## src/rtl/frac_div_pkg.sv

```systemverilog
// frac_div_pkg: shared widths, ratio limits and DDSM sign-extension helper for the fractional-N divider path.
package frac_div_pkg;
    localparam int N_W = 8;
    localparam int SDM_W = 4;
    localparam int MIN_DIV = 4;
    localparam int MAX_DIV = 255;
    function automatic logic signed [N_W+1:0] sext_sdm(input logic [SDM_W-1:0] s);
        return {{(N_W+2-SDM_W){s[SDM_W-1]}}, s};
    endfunction
endpackage

```

## src/rtl/frac_ratio_calc.sv

```systemverilog
// frac_ratio_calc: adds the signed DDSM word to the integer divide value and clamps to the legal ratio range.
module frac_ratio_calc #(
    parameter int N_W = frac_div_pkg::N_W,
    parameter int SDM_W = frac_div_pkg::SDM_W,
    parameter int MIN_DIV = frac_div_pkg::MIN_DIV,
    parameter int MAX_DIV = frac_div_pkg::MAX_DIV
) (
    input  logic [N_W-1:0]   n_int,
    input  logic [SDM_W-1:0] sdm_in,
    output logic [N_W-1:0]   r,
    output logic             clamped
);
    localparam logic signed [N_W+1:0] MIN_S = (N_W+2)'(MIN_DIV);
    localparam logic signed [N_W+1:0] MAX_S = (N_W+2)'(MAX_DIV);
    logic signed [N_W+1:0] sum;
    always_comb begin
        // two guard bits make the signed add overflow-free for any n_int/sdm_in pair
        sum = $signed({2'b00, n_int}) + $signed({{(N_W+2-SDM_W){sdm_in[SDM_W-1]}}, sdm_in});
        clamped = (sum < MIN_S) || (sum > MAX_S);
        r = (sum < MIN_S) ? N_W'(MIN_DIV) : (sum > MAX_S) ? N_W'(MAX_DIV) : sum[N_W-1:0];
    end
endmodule

```

## src/rtl/frac_n_mmd_counter.sv

```systemverilog
// frac_n_mmd_counter: multi-modulus down-counter dividing clk by n_int + sdm_in (clamped),
// emitting a one-cycle terminal-count strobe that clocks the DDSM once per divided period.
module frac_n_mmd_counter #(
    parameter int N_W = frac_div_pkg::N_W,
    parameter int SDM_W = frac_div_pkg::SDM_W,
    parameter int MIN_DIV = frac_div_pkg::MIN_DIV,
    parameter int MAX_DIV = frac_div_pkg::MAX_DIV
) (
    input  logic             clk,
    input  logic             rst,
    input  logic             en,
    input  logic [N_W-1:0]   n_int,
    input  logic [SDM_W-1:0] sdm_in,
    output logic             div_tick,
    output logic             div_out,
    output logic [N_W-1:0]   ratio,
    output logic             clamp_err
);
    logic [N_W-1:0] cnt_q, cnt_d, half_q, half_d, ratio_q, ratio_d, r;
    logic clamp_q, clamp_d, clamped;
    frac_ratio_calc #(.N_W(N_W), .SDM_W(SDM_W), .MIN_DIV(MIN_DIV), .MAX_DIV(MAX_DIV)) u_calc (
        .n_int(n_int),
        .sdm_in(sdm_in),
        .r(r),
        .clamped(clamped)
    );
    assign div_tick = en & (cnt_q == '0) & ~rst;
    assign div_out = cnt_q >= half_q;
    assign ratio = ratio_q;
    assign clamp_err = clamp_q;
    always_comb begin
        cnt_d = cnt_q;
        half_d = half_q;
        ratio_d = ratio_q;
        clamp_d = clamp_q;
        if (en) begin
            if (cnt_q == '0) begin
                cnt_d = r - 1'b1;
                half_d = r >> 1;
                ratio_d = r;
                clamp_d = clamp_q | clamped;
            end else begin
                cnt_d = cnt_q - 1'b1;
            end
        end
    end
    // half_q resets to 1 so div_out is low straight out of reset
    always_ff @(posedge clk) begin
        if (rst) begin
            cnt_q <= '0;
            half_q <= N_W'(1);
            ratio_q <= '0;
            clamp_q <= 1'b0;
        end else begin
            cnt_q <= cnt_d;
            half_q <= half_d;
            ratio_q <= ratio_d;
            clamp_q <= clamp_d;
        end
    end
endmodule

```

## config.mk

```make
export PLATFORM = sky130hd
export DESIGN_NAME = frac_n_mmd_counter
export DESIGN_NICKNAME = d
export VERILOG_FILES = /design/src/rtl/frac_div_pkg.sv /design/src/rtl/frac_ratio_calc.sv /design/src/rtl/frac_n_mmd_counter.sv
export SDC_FILE = /design/constraint.sdc
export NUM_CORES = 1
export LEC_CHECK = 0
export ABC_AREA = 1
export CAP_MARGIN = 20
export CORE_MARGIN = 2
export CORE_UTILIZATION = 45
export CTS_CLUSTER_DIAMETER = 150
export CTS_CLUSTER_SIZE = 40
export DETAILED_ROUTE_END_ITERATION = 7
export HOLD_SLACK_MARGIN = 0.12
export PLACE_DENSITY = 0.8
export SYNTH_ARGS = -nofsm -noshare
export SYNTH_HDL_FRONTEND = slang
export SYNTH_SLANG_ARGS = --single-unit
```

## constraint.sdc

```tcl
create_clock -name clk -period 4 [get_ports clk]
set_input_delay 0.4 -clock clk [delete_from_list [all_inputs] [get_ports clk]]
set_output_delay 0.4 -clock clk [all_outputs]
set_load 0.1 [all_outputs]
```

* Word level (Yosys, flattened, before mapping) *
Index checks and enable logic that the tools add are counted.

operators by class
  magnitude comparators = 3
  muxes and demuxes = 3
  bitwise operators = 4
  $add $sub $neg = 3
  reduce and logical (&&, ||, !) cells = 3

operators with widths
  operator               count
  $mux W8                3
  $sub A8 B1 Y8 const B  2
  $add A9 B4 Y10         1
  $gt A10 B9 Y1 const B  1
  $lt A10 B4 Y1 const B  1
  $ge A8 B7 Y1           1
  $logic_not A8 Y1       1
  $and A1 B1 Y1          2
  $reduce_and A2 Y1      1
  $logic_or A1 B1 Y1     1
  $not A1 Y1             1
  $or A1 B1 Y1           1

storage, ports and cells
  word-level logic and storage cells = 20
  register bits = 24
  input bits = 15

* Logic depth before layout (Yosys ltp) *
  depth in word-level cells = 6
  mapped depth = 23
  mapped depth without buffers = 23

* Hierarchy *
A second synthesis with hierarchy kept.

unflattened totals
  cell total of the unflattened synthesis = 266
  area total of the unflattened synthesis = 1780.5 µm²

modules (own cells, without submodules)
  module              instances  area each (µm²)  cells an instance  sequential area each (µm²)
  frac_n_mmd_counter  1          1121.1           158                360.3
  frac_ratio_calc     1          659.4            108                0.0

* Worst setup path before layout *
Ideal clock, no wire load.

  path kind = flip-flop to output port
  start point = register cnt_q[3]
  end point = output port div_tick
  data required time = 3.600 ns
  stages on the path, launching flop included = 7
  arrival time = 2.471 ns
  path buffers = 1
  path slack = 1.129 ns
  cell sequence = dfxtp_1 -> nor4_1 -> nand4_1 -> nor2_1 -> inv_1 -> clkbuf_1 -> nor2_1

on the way
  cells in the longest elaborated chain, start to end = 3

RTL lines
  element                      RTL line                  text
  from (decl)                  frac_n_mmd_counter.sv:19  logic [N_W-1:0] cnt_q, cnt_d, half_q, half_d, ratio_q, ratio_d, r;
  from (signal assigned)       frac_n_mmd_counter.sv:55  cnt_q <= cnt_d;
  $logic_not A8 Y1             frac_n_mmd_counter.sv:27  assign div_tick = en & (cnt_q == '0) & ~rst;
  $and A1 B1 Y1 (2 in series)  frac_n_mmd_counter.sv:27
  to (decl)                    frac_n_mmd_counter.sv:14  output logic div_tick,

Every way passes these cells.

* Final worst setup path *
  start point = register cnt_q[0]
  end point = output port div_out

on the way
  cells in the longest elaborated chain, start to end = 1

RTL lines
  element       RTL line                  text
  $ge A8 B7 Y1  frac_n_mmd_counter.sv:28  assign div_out = cnt_q >= half_q;
  to (decl)     frac_n_mmd_counter.sv:15  output logic div_out,

Every way passes these cells.

==> impl_results.md <==
- Worst Tran Pin Value: 0.9741 ns
- Post-synth EDFFs: 0
- Initial Util: a little under half
- Cts hold-fix bufs: 0
- Syn. warnings: 0
- Die height: between 60 and 70 um
- Ratio of cells with drive above 1 in the final layout: 13.04%
- Sequential Area: 360.3 um^2
- Clock tree buffer depth: 2
- Net count after synthesis: a little under 300
- Max Cap Viol: 0
- CP arrival: 3.00 ns
- Setup repair bufs after CTS: 0
- WS Path Type: flip-flop to output pin
- Status: finished, final reports clean
- TritonCTS clock tree: built
- Clk root buf: clkbuf_8
- Final Util: 54.51%
- Top Ports: 26
- CTS Buf Count: 3
- Final worst path period share: 84.94%
- Initial DRC count: just under 70
- Area of the multi-input gates: 1129 um^2
- Initial antenna violation count: 0
- Post-synth top area share: 21.16%
- Startpoint Class: flip-flop
- RSZ-0062 raised after global routing: false
- Routability cong.: ~0.9
- Worst IR Drop VDD: between 0.00015 and 0.0002 V
- Final Hold Fails: 0
- Crit end category: output pin
- Asr flop ratio synth: 0%
- Via count: 1678
- CTS clk-pin slew, worst paths: 0.07 ns
- Top FF cell, synth: dfxtp_1
- Detailed placement HPWL: about 3.1 mm
- Max Slew Vio Count: 0
- Setup TNS: 0 ns
- Total power: 0.9264 mW
- Htree depth: 1
- Final cell count without fillers: between 300 and 400
- Rel. slew slack: a little over a third
- Total iterations of the first detailed-routing run: 4
- Wire per inst: 11.30 um
- Top-count cell post-synth: nand2_1
- Skew-Pair Late Insertion Delay: 0.25 ns
- Setup ws final: 0.6026 ns
- Routed Antenna Nets: 0
- Total grt overflow: 0
- P per Cell Area: approximately 460 nW/um^2
- Post-CTS sizing: 0
- Final setup vio count: 0
- Max Clock Freq: 294.3 MHz
- Placed instance count: ~320
- Largest net degree at the start of global routing: 15
- Vias in the first global route: 1597
- Leakage: 0.9626 nW
- Worst-path maximum fanout: 3
- Setup WS pre-CTS: about 0.52 ns
- Clk_skew: 0.005694 ns
- Die Wd: 65.52 um
- Final nets: 311
- Die ar.: 4292 um^2
- Gr usage total: a little under a fifth
- Synthesized instance count: 257
- Post-layout min period: 3.397 ns
- Largest area contributor in the netlist: dfxtp_1
- Register area share after synthesis: 21.16%
- Flops & latches, synth: 18
- Worst path required time: ~3.6 ns
- Port buffer count: 25
- N_diodes: 0
- Via density per instance: 5.179
- Top post-synthesis cells by area: dfxtp_1 (21%), ha_1 (12%), nand2_1 (12%)
- Post-synthesis cell type count: 33
- Filler Cell Count: 364
- DRC: 0
- Syn_area_per_cell: 6.626 um^2
- FP Rows: 22
- Top post-synthesis cells by count: nand2_1 (54), inv_1 (39), nand3_1 (21)
- First-pass GRT wire length: roughly 6.6 mm
- Core ar.: 3661 um^2
- CTS sink cnt: 18
- Hold Path Class: flip-flop to flip-flop
- Area grow syn2layout: 17.19%
- Post-synthesis cell area: 1703 um^2
- Routed WL: about 3.7 mm
[metal layers]
layer  vias to the layer above  share of wire (%)  wire length (um)  global-route usage, %
met2                        39                 47              1715                  33.16
met1                       760                 47              1710                  24.45
met5                         -                  0                 0                      0
met3                         8                4.3               157                  1.541
li1                        871                  -                 -                      -
met4                         0                2.1                78                  6.510
[worst max-delay path, cell delays in order, from the launching register on]
cell             delay [ns]
dfxtp_1                0.38
inv_1                  0.08
ha_1                   0.28
inv_1                  0.05
a21boi_0               0.09
o21a_1                 0.17
o21a_1                 0.16
o21a_1                 0.16
o21a_1                 0.16
o21ai_0                0.15
nand2_1                0.08
clkdlybuf4s50_1        0.97
[layout by cell type, fill, tap and decap left out]
cell type / count
nand2_1: 54
inv_1: 39
clkdlybuf4s50_1: 24
nand3_1: 21
nor2_1: 18
dfxtp_1: 18
ha_1: 17
a21oi_1: 16
nand2_2: 14
o21ai_0: 11
nand4_1: 4
nor2_2: 4
o21a_1: 4
inv_2: 3
clkbuf_8: 3
nand2_4: 2
nand3b_1: 2
nor2_4: 2
a21oi_2: 2
o21bai_1: 2
a211oi_1: 2
a31oi_1: 2
or2_4: 1
nand3b_2: 1
xnor2_1: 1
nand3_2: 1
nand4_4: 1
nand4_2: 1
nor2b_1: 1
nor4_1: 1
a21boi_0: 1
nor3_1: 1
fa_1: 1
buf_4: 1
[layout make-up]
cell class,count,share of cell area (%)
tap,48,3.009
sequential,18,18.06
timing repair buffer,25,12.41
clock buffer,3,2.069
multi-input combinational,188,56.55
inverter,42,7.900
[sequential cells by signal (all words and copies together) (netlist names)]
register,flops
clamp_err,1
cnt_q,8
half_q,1
ratio,8
[power breakdown]
group          switching, mW  total [mW]  internal [mW]
clock                 0.0603       0.127         0.0669
combinational          0.389       0.567          0.178
sequential            0.0233       0.232          0.209
[kinds of logic after synthesis]
group	Yosys count	share of synthesized area (%)
flip-flops	18	21.16
adder cells (fa/ha/maj)	18	13.67
AND/OR/NAND/NOR	129	38.43
AO/OA/AOI/OAI	40	13.67
buffers and inverters	51	12.56
XOR/XNOR	1	0.5144
[final timing paths]
| kind | start | to | slack, ns | cells past startpoint |
|---|---|---|---|---|
| setup reg to reg | cnt_q[3]$_SDFFE_PP0P_ | cnt_q[6]$_SDFFE_PP0P_ | 1.93 | 14 |
| hold reg to reg | ratio[1]$_SDFFE_PP0P_ | ratio[1]$_SDFFE_PP0P_ | 0.47 | 2 |
| setup / recovery | cnt_q[0]$_SDFFE_PP0P_ | div_out | 0.60 | 11 |
| hold / removal | ratio[1]$_SDFFE_PP0P_ | ratio[1]$_SDFFE_PP0P_ | 0.47 | 2 |
[through the flow]
stage          hold slack (ns)  instance area [um^2]
2_1_floorplan           0.4461                  1703
3_3_place_gp            0.4529                  1954
3_5_place_dp            0.4624                  1954
4_1_cts                 0.4817                  1996
5_1_grt                 0.4973                  1996
6_report                0.4743                  1996
No activity file was read; power rests on OpenSTA's default activity.
